**src/rtl/rv_decode_stage_if.sv**
```systemverilog
// Handshake bundle for the decode stage: fetch-side request and decoded-instruction response.
interface rv_decode_stage_if #(
    parameter int XLEN   = 64,
    parameter int ADDR_W = 64
);
    logic              in_valid;
    logic              in_ready;
    logic [31:0]       in_instr;
    logic [ADDR_W-1:0] in_pc;
    logic              out_valid;
    logic              out_ready;
    logic [ADDR_W-1:0] out_pc;
    logic [4:0]        out_rs1;
    logic [4:0]        out_rs2;
    logic [4:0]        out_rd;
    logic [6:0]        out_opcode;
    logic [2:0]        out_funct3;
    logic [6:0]        out_funct7;
    logic [XLEN-1:0]   out_imm;
    logic [2:0]        out_fmt;
    logic              out_illegal;
    logic              out_uses_rs1;
    logic              out_uses_rs2;
    logic              out_writes_rd;

    modport slave (
        input  in_valid, in_instr, in_pc, out_ready,
        output in_ready, out_valid, out_pc, out_rs1, out_rs2, out_rd, out_opcode,
               out_funct3, out_funct7, out_imm, out_fmt, out_illegal,
               out_uses_rs1, out_uses_rs2, out_writes_rd
    );

    modport master (
        output in_valid, in_instr, in_pc, out_ready,
        input  in_ready, out_valid, out_pc, out_rs1, out_rs2, out_rd, out_opcode,
               out_funct3, out_funct7, out_imm, out_fmt, out_illegal,
               out_uses_rs1, out_uses_rs2, out_writes_rd
    );
endinterface

```
**src/rtl/rv_decode_stage.sv**
```systemverilog
// RISC-V decode stage: combinational decode into a main output register backed by a skid register,
// so in_ready comes straight from a flop.
module rv_decode_stage #(
    parameter int XLEN    = 64,
    parameter int ADDR_W  = 64,
    parameter bit RV64_EN = 1'b1
) (
    input  logic             clk,
    input  logic             rst_n,
    input  logic             flush,
    rv_decode_stage_if.slave bus
);
    localparam logic [6:0] OP_LUI    = 7'b0110111;
    localparam logic [6:0] OP_AUIPC  = 7'b0010111;
    localparam logic [6:0] OP_JAL    = 7'b1101111;
    localparam logic [6:0] OP_JALR   = 7'b1100111;
    localparam logic [6:0] OP_BRANCH = 7'b1100011;
    localparam logic [6:0] OP_LOAD   = 7'b0000011;
    localparam logic [6:0] OP_STORE  = 7'b0100011;
    localparam logic [6:0] OP_IMM    = 7'b0010011;
    localparam logic [6:0] OP_IMM32  = 7'b0011011;
    localparam logic [6:0] OP_OP     = 7'b0110011;
    localparam logic [6:0] OP_OP32   = 7'b0111011;

    localparam logic [2:0] F_R = 3'd0, F_I = 3'd1, F_S = 3'd2, F_B = 3'd3;
    localparam logic [2:0] F_U = 3'd4, F_J = 3'd5, F_NONE = 3'd7;

    typedef enum logic [1:0] {EMPTY, FULL, SKID} state_t;

    typedef struct packed {
        logic [ADDR_W-1:0] pc;
        logic [4:0]        rs1;
        logic [4:0]        rs2;
        logic [4:0]        rd;
        logic [6:0]        opcode;
        logic [2:0]        funct3;
        logic [6:0]        funct7;
        logic [XLEN-1:0]   imm;
        logic [2:0]        fmt;
        logic              illegal;
        logic              uses_rs1;
        logic              uses_rs2;
        logic              writes_rd;
    } dec_t;

    logic [31:0] w_ins;
    logic [2:0]  w_f3;
    logic [6:0]  w_f7;
    logic [2:0]  w_fmt;
    logic        w_ill;
    logic        w_shift;
    logic [63:0] w_shamt;
    logic [63:0] w_imm64;
    dec_t        w_dec;

    assign w_ins = bus.in_instr;
    assign w_f3  = w_ins[14:12];
    assign w_f7  = w_ins[31:25];

    // RV64 shifts use a 6-bit shamt; bit 25 belongs to funct7 on RV32.
    assign w_shamt = (XLEN == 64) ? {58'b0, w_ins[25:20]} : {59'b0, w_ins[24:20]};

    always_comb begin
        w_fmt   = F_NONE;
        w_ill   = 1'b0;
        w_shift = 1'b0;
        case (w_ins[6:0])
            OP_LUI, OP_AUIPC: w_fmt = F_U;
            OP_JAL:    w_fmt = F_J;
            OP_JALR:   begin w_fmt = F_I; w_ill = (w_f3 != 3'b000); end
            OP_BRANCH: begin w_fmt = F_B; w_ill = (w_f3[2:1] == 2'b01); end
            OP_LOAD: begin
                w_fmt = F_I;
                w_ill = (w_f3 == 3'b111) || (!RV64_EN && (w_f3 == 3'b011 || w_f3 == 3'b110));
            end
            OP_STORE: begin
                w_fmt = F_S;
                w_ill = w_f3[2] || (!RV64_EN && w_f3 == 3'b011);
            end
            OP_IMM:   begin w_fmt = F_I; w_shift = (w_f3[1:0] == 2'b01); end
            OP_IMM32: begin w_fmt = F_I; w_shift = (w_f3[1:0] == 2'b01); w_ill = !RV64_EN; end
            OP_OP: begin
                w_fmt = F_R;
                w_ill = !((w_f7 == 7'b0000000) ||
                          (w_f7 == 7'b0100000 && (w_f3 == 3'b000 || w_f3 == 3'b101)));
            end
            OP_OP32:  begin w_fmt = F_R; w_ill = !RV64_EN; end
            default:  w_ill = 1'b1;
        endcase
        if (w_ill) w_fmt = F_NONE;
    end

    // Built at 64 bits and truncated so XLEN=32 never needs a zero-width replication.
    always_comb begin
        w_imm64 = '0;
        case (w_fmt)
            F_I: w_imm64 = w_shift ? w_shamt : {{52{w_ins[31]}}, w_ins[31:20]};
            F_S: w_imm64 = {{52{w_ins[31]}}, w_ins[31:25], w_ins[11:7]};
            F_B: w_imm64 = {{52{w_ins[31]}}, w_ins[7], w_ins[30:25], w_ins[11:8], 1'b0};
            F_U: w_imm64 = {{32{w_ins[31]}}, w_ins[31:12], 12'b0};
            F_J: w_imm64 = {{44{w_ins[31]}}, w_ins[19:12], w_ins[20], w_ins[30:21], 1'b0};
            default: w_imm64 = '0;
        endcase
    end

    always_comb begin
        w_dec           = '0;
        w_dec.pc        = bus.in_pc;
        w_dec.rs1       = w_ins[19:15];
        w_dec.rs2       = w_ins[24:20];
        w_dec.rd        = w_ins[11:7];
        w_dec.opcode    = w_ins[6:0];
        w_dec.funct3    = w_f3;
        w_dec.funct7    = w_f7;
        w_dec.imm       = w_imm64[XLEN-1:0];
        w_dec.fmt       = w_fmt;
        w_dec.illegal   = w_ill;
        w_dec.uses_rs1  = (w_fmt == F_R) || (w_fmt == F_I) || (w_fmt == F_S) || (w_fmt == F_B);
        w_dec.uses_rs2  = (w_fmt == F_R) || (w_fmt == F_S) || (w_fmt == F_B);
        w_dec.writes_rd = ((w_fmt == F_R) || (w_fmt == F_I) || (w_fmt == F_U) || (w_fmt == F_J))
                          && (w_ins[11:7] != 5'd0);
    end

    state_t r_state, w_nxt;
    logic   r_in_ready;
    dec_t   r_m, r_s;
    logic   w_acc, w_ld_new, w_ld_skid, w_ld_s2m;

    assign w_acc = bus.in_valid & r_in_ready;

    always_comb begin
        w_nxt     = r_state;
        w_ld_new  = 1'b0;
        w_ld_skid = 1'b0;
        w_ld_s2m  = 1'b0;
        if (flush) begin
            w_nxt = EMPTY;
        end else begin
            case (r_state)
                EMPTY: if (w_acc) begin w_nxt = FULL; w_ld_new = 1'b1; end
                FULL: begin
                    if (w_acc && bus.out_ready) w_ld_new = 1'b1;
                    else if (w_acc)             begin w_nxt = SKID; w_ld_skid = 1'b1; end
                    else if (bus.out_ready)     w_nxt = EMPTY;
                end
                SKID: if (bus.out_ready) begin w_nxt = FULL; w_ld_s2m = 1'b1; end
                default: w_nxt = EMPTY;
            endcase
        end
    end

    always_ff @(posedge clk or negedge rst_n) begin
        if (!rst_n) begin
            r_state    <= EMPTY;
            r_in_ready <= 1'b1;
            r_m        <= '0;
            r_m.fmt    <= F_NONE;
            r_s        <= '0;
        end else begin
            r_state    <= w_nxt;
            r_in_ready <= (w_nxt != SKID);
            if (w_ld_new)      r_m <= w_dec;
            else if (w_ld_s2m) r_m <= r_s;
            if (w_ld_skid)     r_s <= w_dec;
        end
    end

    assign bus.in_ready      = r_in_ready;
    assign bus.out_valid     = (r_state != EMPTY);
    assign bus.out_pc        = r_m.pc;
    assign bus.out_rs1       = r_m.rs1;
    assign bus.out_rs2       = r_m.rs2;
    assign bus.out_rd        = r_m.rd;
    assign bus.out_opcode    = r_m.opcode;
    assign bus.out_funct3    = r_m.funct3;
    assign bus.out_funct7    = r_m.funct7;
    assign bus.out_imm       = r_m.imm;
    assign bus.out_fmt       = r_m.fmt;
    assign bus.out_illegal   = r_m.illegal;
    assign bus.out_uses_rs1  = r_m.uses_rs1;
    assign bus.out_uses_rs2  = r_m.uses_rs2;
    assign bus.out_writes_rd = r_m.writes_rd;
endmodule

```
**src/flat_wrapper.sv**
```systemverilog
// flat-port wrapper written by rule: the top's interface ports become plain ports
module rv_decode_stage_flat 
#(
    parameter int XLEN    = 64,
    parameter int ADDR_W  = 64,
    parameter bit RV64_EN = 1'b1
)
  (clk, rst_n, flush, bus_in_valid, bus_in_instr, bus_in_pc, bus_out_ready, bus_in_ready, bus_out_valid, bus_out_pc, bus_out_rs1, bus_out_rs2, bus_out_rd, bus_out_opcode, bus_out_funct3, bus_out_funct7, bus_out_imm, bus_out_fmt, bus_out_illegal, bus_out_uses_rs1, bus_out_uses_rs2, bus_out_writes_rd);
  rv_decode_stage_if #(.XLEN(XLEN), .ADDR_W(ADDR_W)) bus_i ();
  input  logic clk;
  input  logic rst_n;
  input  logic flush;
  input wire logic [$bits(bus_i.in_valid)-1:0] bus_in_valid;
  input wire logic [$bits(bus_i.in_instr)-1:0] bus_in_instr;
  input wire logic [$bits(bus_i.in_pc)-1:0] bus_in_pc;
  input wire logic [$bits(bus_i.out_ready)-1:0] bus_out_ready;
  output wire logic [$bits(bus_i.in_ready)-1:0] bus_in_ready;
  output wire logic [$bits(bus_i.out_valid)-1:0] bus_out_valid;
  output wire logic [$bits(bus_i.out_pc)-1:0] bus_out_pc;
  output wire logic [$bits(bus_i.out_rs1)-1:0] bus_out_rs1;
  output wire logic [$bits(bus_i.out_rs2)-1:0] bus_out_rs2;
  output wire logic [$bits(bus_i.out_rd)-1:0] bus_out_rd;
  output wire logic [$bits(bus_i.out_opcode)-1:0] bus_out_opcode;
  output wire logic [$bits(bus_i.out_funct3)-1:0] bus_out_funct3;
  output wire logic [$bits(bus_i.out_funct7)-1:0] bus_out_funct7;
  output wire logic [$bits(bus_i.out_imm)-1:0] bus_out_imm;
  output wire logic [$bits(bus_i.out_fmt)-1:0] bus_out_fmt;
  output wire logic [$bits(bus_i.out_illegal)-1:0] bus_out_illegal;
  output wire logic [$bits(bus_i.out_uses_rs1)-1:0] bus_out_uses_rs1;
  output wire logic [$bits(bus_i.out_uses_rs2)-1:0] bus_out_uses_rs2;
  output wire logic [$bits(bus_i.out_writes_rd)-1:0] bus_out_writes_rd;
  assign bus_i.in_valid = bus_in_valid;
  assign bus_i.in_instr = bus_in_instr;
  assign bus_i.in_pc = bus_in_pc;
  assign bus_i.out_ready = bus_out_ready;
  assign bus_in_ready = bus_i.in_ready;
  assign bus_out_valid = bus_i.out_valid;
  assign bus_out_pc = bus_i.out_pc;
  assign bus_out_rs1 = bus_i.out_rs1;
  assign bus_out_rs2 = bus_i.out_rs2;
  assign bus_out_rd = bus_i.out_rd;
  assign bus_out_opcode = bus_i.out_opcode;
  assign bus_out_funct3 = bus_i.out_funct3;
  assign bus_out_funct7 = bus_i.out_funct7;
  assign bus_out_imm = bus_i.out_imm;
  assign bus_out_fmt = bus_i.out_fmt;
  assign bus_out_illegal = bus_i.out_illegal;
  assign bus_out_uses_rs1 = bus_i.out_uses_rs1;
  assign bus_out_uses_rs2 = bus_i.out_uses_rs2;
  assign bus_out_writes_rd = bus_i.out_writes_rd;
  rv_decode_stage #(.XLEN(XLEN), .ADDR_W(ADDR_W), .RV64_EN(RV64_EN)) u_core (.clk(clk), .rst_n(rst_n), .flush(flush), .bus(bus_i));
endmodule
```
**config.mk**
```make
export PLATFORM = sky130hd
export DESIGN_NAME = rv_decode_stage_flat
export DESIGN_NICKNAME = d
export VERILOG_FILES = /design/src/rtl/rv_decode_stage_if.sv /design/src/rtl/rv_decode_stage.sv /design/src/flat_wrapper.sv
export SDC_FILE = /design/constraint.sdc
export NUM_CORES = 1
export LEC_CHECK = 0
export BUFFER_PORTS_ARGS = -buffer_cell sky130_fd_sc_hd__buf_2
export CORE_MARGIN = 10
export CORE_UTILIZATION = 56
export CTS_BUF_LIST = sky130_fd_sc_hd__clkbuf_4
export CTS_CLUSTER_DIAMETER = 200
export CTS_CLUSTER_SIZE = 14
export DETAILED_ROUTE_END_ITERATION = 10
export PLACE_DENSITY = 0.84
export SKIP_LAST_GASP = 1
export SLEW_MARGIN = 20
export SYNTH_ARGS = -nofsm -noshare
export SYNTH_HDL_FRONTEND = slang
export SYNTH_SLANG_ARGS = --single-unit
```
**constraint.sdc**
```tcl
create_clock -name clk -period 2.95 [get_ports clk]
set_input_delay 0.1475 -clock clk [delete_from_list [all_inputs] [get_ports clk]]
set_output_delay 0.1475 -clock clk [all_outputs]
set_load 0.005 [all_outputs]
```
# Word level (Yosys, flattened, before mapping)
# Cells that the tools add are included.
[word_totals]
elab_cells = 104
regBits = 337
inputBits = 101
output_inout_bits = 169
[op_classes]
mux = 25
n_bitwise = 1
eq_ne = 24
n_reduce_logical = 26
[ops]
columns = ["cell", "count"]
rows = [
  ["167-bit 2-to-1 mux", 2],
  ["64-bit one-hot mux with 5 select lines", 1],
  ["64-bit 2-to-1 mux", 1],
  ["7-bit by 6-bit == test with 1-bit output, second input constant", 5],
  ["7-bit by 5-bit == test with 1-bit output, second input constant", 3],
  ["7-bit == test, second input constant", 3],
  ["3-bit one-hot mux with 6 select lines", 1],
  ["3-bit == test, second input constant", 4],
  ["2-bit 2-to-1 mux", 6],
  ["1-bit 2-to-1 mux", 10],
  ["1-bit logical OR", 9],
  ["7-bit by 2-bit == test with 1-bit output, second input constant", 1],
  ["7-bit logical NOT", 1],
  ["2-bit by 1-bit == test with 1-bit output, second input constant", 3],
  ["3-bit by 2-bit == test with 1-bit output, second input constant", 2],
  ["3-bit logical NOT", 2],
  ["1-bit one-hot mux with 6 select lines", 1],
  ["2-bit one-hot mux with 3 select lines", 1],
  ["2-bit OR reduction", 3],
  ["6-bit OR reduction", 1],
  ["5-bit nonzero test", 1],
  ["2-bit nonzero test", 2],
  ["4-bit OR reduction", 1],
  ["3-bit by 1-bit == test with 1-bit output, second input constant", 1],
  ["other kinds (9)", 11],
]

# Longest topological paths before layout
# Gate-level depths: netlist of run 1.
[depth]
word_depth = 13
mapped_depth = 11
depth_no_buf = 10

# Least setup slack after synthesis of run 1
# OpenSTA, ideal clock, no wires.
[synth_timing]
kind = "in2reg"
start = "input port bus_in_instr[5]"
end = "register u_core.r_s[28] (netlist name)"
slack_ns = 0.414
t_required_ns = 2.824
path_buffers = 2
path_stages = 11
setup_ns = 0.126
arrival_ns = 2.410
path_cell_list = "buf_4 > a21oi_1 > and4b_1 > o21ai_2 > nand3_1 > a21oi_1 > ha_1 > a21oi_4 > nor2_4 > buf_6 > a221o_1"
[synth_via]
elab_chain_cells = 6
word_cells_on_any_way = 27
cone_classes = "eq/ne: 16; mux: 6; reduce/logical: 5"
[synth_rtl]
columns = ["item", "line", "source"]
rows = [
  ["from (decl)", "flat_wrapper.sv:14", "input wire logic [$bits(bus_i.in_instr)-1:0] bus_in_instr;"],
  ["7-bit by 6-bit == test with 1-bit output, or another cell as far along", "rv_decode_stage.sv:67", "case (w_ins[6:0])"],
  ["6-bit OR reduction (no source line), or another cell as far along", "--", ""],
  ["1-bit one-hot mux with 6 select lines / 3-bit one-hot mux with 6 select lines (equally long branches)", "rv_decode_stage.sv:67", ""],
  ["3-bit 2-to-1 mux", "rv_decode_stage.sv:90", "if (w_ill) w_fmt = F_NONE;"],
  ["3-bit == test, or another cell as far along", "rv_decode_stage.sv:96", "case (w_fmt)"],
  ["64-bit one-hot mux with 5 select lines (*)", "rv_decode_stage.sv:96", ""],
  ["to (signal assigned)", "rv_decode_stage.sv:164", "if (w_ld_skid) r_s <= w_dec;"],
  ["to (decl)", "rv_decode_stage.sv:126", "dec_t r_m, r_s;"],
]
# Every way passes the cells marked *; elsewhere a longest branch is shown, timed or not.
# A chain may end at the register's enable or synchronous reset.

# Final worst setup path of run 1
[layout_timing]
start = "input port bus_in_instr[6]"
end = "register u_core.r_m (netlist bit u_core.bus.out_imm[6])"
[layout_via]
elab_chain_cells = 7
word_cells_on_any_way = 28
cone_classes = "eq/ne: 16; mux: 7; reduce/logical: 5"
[layout_rtl]
columns = ["item", "line", "source"]
rows = [
  ["7-bit by 6-bit == test with 1-bit output, or another cell as far along", "rv_decode_stage.sv:67", ""],
  ["6-bit OR reduction (no source line), or another cell as far along", "--", ""],
  ["1-bit one-hot mux with 6 select lines / 3-bit one-hot mux with 6 select lines (equally long branches)", "rv_decode_stage.sv:67", ""],
  ["3-bit 2-to-1 mux", "rv_decode_stage.sv:90", ""],
  ["3-bit == test, or another cell as far along", "rv_decode_stage.sv:96", ""],
  ["64-bit one-hot mux with 5 select lines (*)", "rv_decode_stage.sv:96", ""],
  ["167-bit 2-to-1 mux (*)", "rv_decode_stage.sv:162", "if (w_ld_new) r_m <= w_dec;"],
  ["to (signal assigned)", "rv_decode_stage.sv:162", ""],
  ["to (signal assigned)", "rv_decode_stage.sv:163", "else if (w_ld_s2m) r_m <= r_s;"],
  ["to (decl)", "rv_decode_stage.sv:126", ""],
]
# Marked as above.

==> qor.yml, run 1 <==
remaining_drc_errors: 0
grt_pass1_vias: 10797
timing.final.max_slew_violations: 0
cp-end-kind: "flip-flop"
dr.first_iter.drc_count: 1012
place_congestion: 0.942
num_vias: 10725
hold_viol: 0
switching_share: 0.302
groute.usage.overall: 0.257
clock-sinks: 273
initial_core_util: 0.570
power.leakage_uw: 0.00784
path_max_fanout: 12
cap_violations: 0
io_pins: 270
synth_cells: 1275
skew_ns: 0.0417
fp.dieH_um: 166
status: "finished, final reports clean"
grt_max_degree: 133
coreArea_um2: 21000
synth_edf_count: 0
layout_common_cells: "nand2_1, dfrtp_1, buf_2"
die_area_um2: 27600
ys_types: 66
antenna_found_initial: 4
regArea_um2: 6840
peakVddDrop_uv: 369
fin_setup_tns_ns: 0
vias_per_cell: 5.73
cts-buffers-inserted: 23
cts_tree: "done"
p_int_uw: 5700
areaGrowthSynthToFinish_pct: 22.7
dr.pass1.iters: 6
final_common_cell: "nand2_1"
drtAntennaViolNets: 0
finalCritPeriodShare: 0.908
seq_power_share: 0.589
multi_input_area_um2: 4580
crit_path_start_kind: "primary input"
rows: 53
port_buffers: 269
routed_wirelength_um: 37200
cts_resized: 0
root_buffer: "clkbuf_4"
dp_hpwl_um: 24400
insertion_delay_ns: 0.68
clk_path_buf_depth: 3
worstPathRequired_ns: 3.49
htreeDepth: 1
clk_pin_slew_worst_paths_ns: 0.16
grt_setup_unrepaired: "false"
min_period_ns: 2.68
tightestPinTransition_ns: 0.801
synth-seq-cells: 273
post-route-util: 0.699
synth_flop_cell: "dfrtp_1"
synth_nets: 1377
final_area_um2: 14700
max_freq_mhz: 373
clockPowerShare: 0.218
ys_seq_area_frac: 0.571
drive_above_1_share: 0.227
die_width_um: 166
hold_path_class: "primary input to async pin"
async_flop_share: 1.00
nFillCells: 1559
gr-total-overflow: 0
slew_headroom: 0.466
routedWlPerCell_um: 19.9
yosys_warnings: 0
crit_arrival_ns: 3.22
placed_cell_area_um2: 13400
cts_setup_buffers: 0
layout.nets: 1679
combPwrFrac: 0.192
power_density_nw_per_um2: 556
avgSynthCellArea_um2: 9.39
grt_pass1_wl_um: 59200
crit_type: "primary input to flip-flop"
r2r_cells: 4
synth_area_um2: 12000
finalSetupViolations: 0
switchingPower_uw: 2460
what timing repair did:
action / 4_1_cts / 5_1_grt
hold buffers: 100 / 0
endpoints found under the hold margin: 338 / 0
setup endpoints to repair: 0 / 0
critical path: stages:
cell	delay, ns
dlygate4sd3_1	0.54
buf_2	0.27
and4b_1	0.27
nand3_1	0.09
a31o_2	0.17
nand3_1	0.12
a21oi_1	0.27
ha_1	0.34
a21oi_4	0.41
or2_1	0.42
o22ai_2	0.15
cell usage after synthesis, drive strengths merged, types with 2 or more instances:
cell type | count | area, um2
a211o | 18 | 158
a211oi | 3 | 27.5
a21oi | 39 | 218
a221o | 21 | 210
a22oi | 94 | 706
a31oi | 2 | 27.5
and2 | 19 | 119
and2b | 2 | 15.0
and3 | 3 | 18.8
and3b | 2 | 17.5
and4b | 2 | 20.0
buf | 60 | 375
clkbuf | 53 | 199
dfrtp | 269 | 6730
dfstp | 4 | 105
inv | 5 | 18.8
mux2i | 5 | 50.1
nand2 | 542 | 2030
nand2b | 6 | 37.5
nand3 | 11 | 60.1
nand4 | 2 | 12.5
nand4b | 2 | 17.5
nor2 | 22 | 100
nor4 | 7 | 110
o21ai | 29 | 149
o221a | 4 | 45.0
o22ai | 14 | 93.8
o2bb2ai | 2 | 17.5
o31ai | 5 | 37.5
o32a | 2 | 20.0
or2 | 6 | 37.5
or4 | 2 | 15.0
final timing paths:
path                            slack [ns]                   from                      to
worst max-delay path                  0.27        bus_in_instr[6]   u_core.bus.out_imm[6]
min in group clk                      0.18           bus_in_valid          u_core.r_s[69]
max in group asynchronous             2.01                  rst_n     u_core.bus.in_ready
worst min register to register        0.49  u_core.bus.out_pc[26]   u_core.bus.out_pc[26]
worst min-delay path                  0.08                  rst_n          u_core.r_s[82]
worst max register to register        0.54    u_core.bus.in_ready  u_core.bus.out_imm[20]
flip-flops by register name, summed over array words and instances, names as in the netlist, 2 cells and up:
register               flops
u_core.bus.out_funct7      7
u_core.r_state             2
u_core.bus.out_imm        32
u_core.bus.out_fmt         3
u_core.bus.out_rd          5
u_core.bus.out_opcode      7
u_core.bus.out_funct3      3
u_core.bus.out_rs1         5
u_core.bus.out_pc         64
u_core.bus.out_rs2         5
u_core.r_s               135
stage by stage:
| stage | hold WS (ns) | worst slack [ns] | instances | total power [uW] |
|---|---|---|---|---|
| 6_report | 0.0773 | 0.270 | 1872 | 8170 |
| 5_1_grt | 0.138 | 0.0896 | 1872 | 8610 |
| 4_1_cts | 0.0824 | 0.376 | 1868 | 8190 |
| 3_5_place_dp | 0.228 | 0.183 | 1727 | 6320 |
| 3_3_place_gp | 0.219 | 0.267 | 1727 | 6230 |
| 2_1_floorplan | -0.148 | 0.414 | 1275 | 5520 |
logic make-up after synthesis:
family / Yosys count / synth area share
muxes: 6 / 0.00512
adders and majority gates: 1 / 0.00104
and+or+nand+nor: 636 / 0.224
DFF: 273 / 0.571
buffers and inverters: 118 / 0.0495
xor gates and xnor gates: 2 / 0.00146
AOI/OAI and AO/OA: 239 / 0.148
per-layer routing:
layer  wire length [um]  part of all wire  vias up  GRT usage
li1                   -                 -     4863          -
met3               3320             0.089      114     0.0603
met4               1640             0.044        0      0.115
met2              17700              0.47      572      0.409
met5                  0                 0        -          0
met1              14600              0.39     5176      0.330
layout make-up:
| class | instances | area share |
|---|---|---|
| diodes | 4 | 0.000681 |
| clock buffers | 40 | 0.0204 |
| clock inverters | 1 | 0.000596 |
| inverters | 5 | 0.00128 |
| multi-input cells | 884 | 0.312 |
| flip-flops and latches | 273 | 0.465 |
| well taps | 275 | 0.0234 |
| repair buffers | 390 | 0.176 |
power groups by stage:
stage	Combinational (uW)	Sequential, uW	Clock [uW]
2_1_floorplan	712	4810	0
3_3_place_gp	1400	4830	0
3_5_place_dp	1460	4860	0
4_1_cts	1570	4790	1830
5_1_grt	1780	4880	1950
6_report	1570	4810	1780
Power figures use the tool's default switching activity.
==> run 2, diff against run 1 <==
HOLD_SLACK_MARGIN = 0.12   (was unset)
==> qor.yml, run 2 (same netlist as run 1, synthesis figures left out) <==
status: "finished, final reports clean"
tightestPinTransition_ns: 0.824
vias_per_cell: 5.80
htreeDepth: 1
grt_max_degree: 133
switchingPower_uw: 2530
dp_hpwl_um: 24400
crit_type: "primary input to flip-flop"
antenna_found_initial: 2
num_vias: 11136
switching_share: 0.307
drtAntennaViolNets: 0
finalSetupViolations: 0
slew_headroom: 0.450
clock-sinks: 273
rrSetupSlack_ns: 0.52
cp-end-kind: "flip-flop"
hold_path_class: "primary input to flip-flop"
insertion_delay_ns: 0.66
port_buffers: 269
drive_above_1_share: 0.221
rows: 53
cts-buffers-inserted: 23
largest_reg_flops: 135
path_max_fanout: 12
areaGrowthSynthToFinish_pct: 26.8
dr.pass1.iters: 6
max_freq_mhz: 374
hold_viol: 0
cts_resized: 0
final_common_cell: "nand2_1"
clk_pin_slew_worst_paths_ns: 0.16
holdPathEnd: "u_core.r_s[69]"
layout.nets: 1727
crit_path_start_kind: "primary input"
root_buffer: "clkbuf_4"
crit_arrival_ns: 3.21
routedWlPerCell_um: 20.7
grt_setup_unrepaired: "false"
peakVddDrop_uv: 372
seq_power_share: 0.586
finalCritPeriodShare: 0.906
dr.first_iter.drc_count: 1240
clk_path_buf_depth: 3
whs_ns: 0.182
io_pins: 270
routed_wirelength_um: 39700
fin_ws_ns: 0.276
r2r_cells: 6
initial_core_util: 0.570
grt_pass1_wl_um: 63400
fin_setup_tns_ns: 0
grt_pass1_vias: 11350
largest-register: "u_core.r_s"
timing.final.max_slew_violations: 0
die_area_um2: 27600
die_width_um: 166
r2r_start: "u_core.bus.in_ready"
gr-total-overflow: 0
skew_ns: 0.0309
clockPowerShare: 0.217
power.leakage_uw: 0.00793
p_int_uw: 5720
layout_common_cells: "nand2_1, dfrtp_1, buf_2"
coreArea_um2: 21000
place_congestion: 0.942
combPwrFrac: 0.197
cap_violations: 0
whs_path_depth: 4
hold_start: "bus_in_valid"
pre_cts_slack_ns: 0.183
power_density_nw_per_um2: 543
fp.dieH_um: 166
cts_tree: "done"
p_total_uw: 8250
remaining_drc_errors: 0
min_period_ns: 2.67
groute.usage.overall: 0.278
r2r-end: "u_core.r_s[134]"
worstPathRequired_ns: 3.48
run 2: cell count changes in the layout (fill, tap and decap cells not counted), sizes merged:
cell / previous run / this run
diode: 4 / 3
dlygate4sd3: 100 / 147
buf: 290 / 291
run 2: what timing repair did:
item / CTS / global route
hold buffers: 148 / 0
setup endpoints to repair: 0 / 0
buffers inserted: 0 / 0
hold endpoints to repair: 532 / 0
run 2: per-layer routing:
metal | global-route usage | wire length (um) | part of all wire | up-vias
met4 | 0.126 | 1810 | 0.046 | 0
met1 | 0.356 | 15300 | 0.39 | 5361
met5 | 0 | 0 | 0 | -
met2 | 0.440 | 18900 | 0.48 | 671
met3 | 0.0689 | 3700 | 0.093 | 139
li1 | - | - | - | 4965
run 2: power by group through the flow:
stage / clock, uW / combinational (uW) / sequential [uW]
detailed placement: 0 / 1460 / 4860
global route: 1940 / 1830 / 4900
CTS: 1830 / 1590 / 4790
global placement: 0 / 1400 / 4830
finish: 1790 / 1620 / 4830
floorplan: 0 / 712 / 4810
run 2: through the flow:
stage               std cells  utilization  area, um2
CTS                      1916        0.722      15200
floorplan                1275            -      12000
finish                   1919        0.722      15200
global route             1918        0.722      15200
global placement         1727        0.636      13400
detailed placement       1727        0.636      13400
run 2: cell type report:
class / instances / area, um2
flip-flops and latches: 273 / 6840
fillers: 1480 / 5840
multi-input cells: 884 / 4580
repair buffers: 438 / 3090
well taps: 275 / 344
clock buffers: 40 / 300
inverters: 5 / 18.8
clock inverters: 1 / 8.76
diodes: 3 / 7.51
run 2: worst max-delay path by stage:
| stage | from | end | slack [ns] | cells past startpoint |
|---|---|---|---|---|
| floorplan | bus_in_instr[5] | u_core.r_s[28] | 0.41 | 11 |
| global placement | bus_in_instr[6] | u_core.bus.out_imm[6] | 0.27 | 11 |
| detailed placement | bus_in_instr[6] | u_core.bus.out_imm[9] | 0.18 | 11 |
| finish | bus_in_instr[6] | u_core.bus.out_imm[9] | 0.28 | 11 |
| CTS | bus_in_instr[4] | u_core.bus.out_imm[9] | 0.38 | 12 |
| global route | bus_in_instr[4] | u_core.r_s[17] | 0.08 | 12 |
run 2: worst max-delay path, cell delays in order:
cell and delay [ns]:
dlygate4sd3_1 0.54, buf_2 0.26, and4b_1 0.27, nand3_1 0.09, a31o_2 0.17, nand3_1 0.12
a21oi_1 0.27, ha_1 0.34, a21oi_4 0.41, or2_1 0.42, o22ai_1 0.14
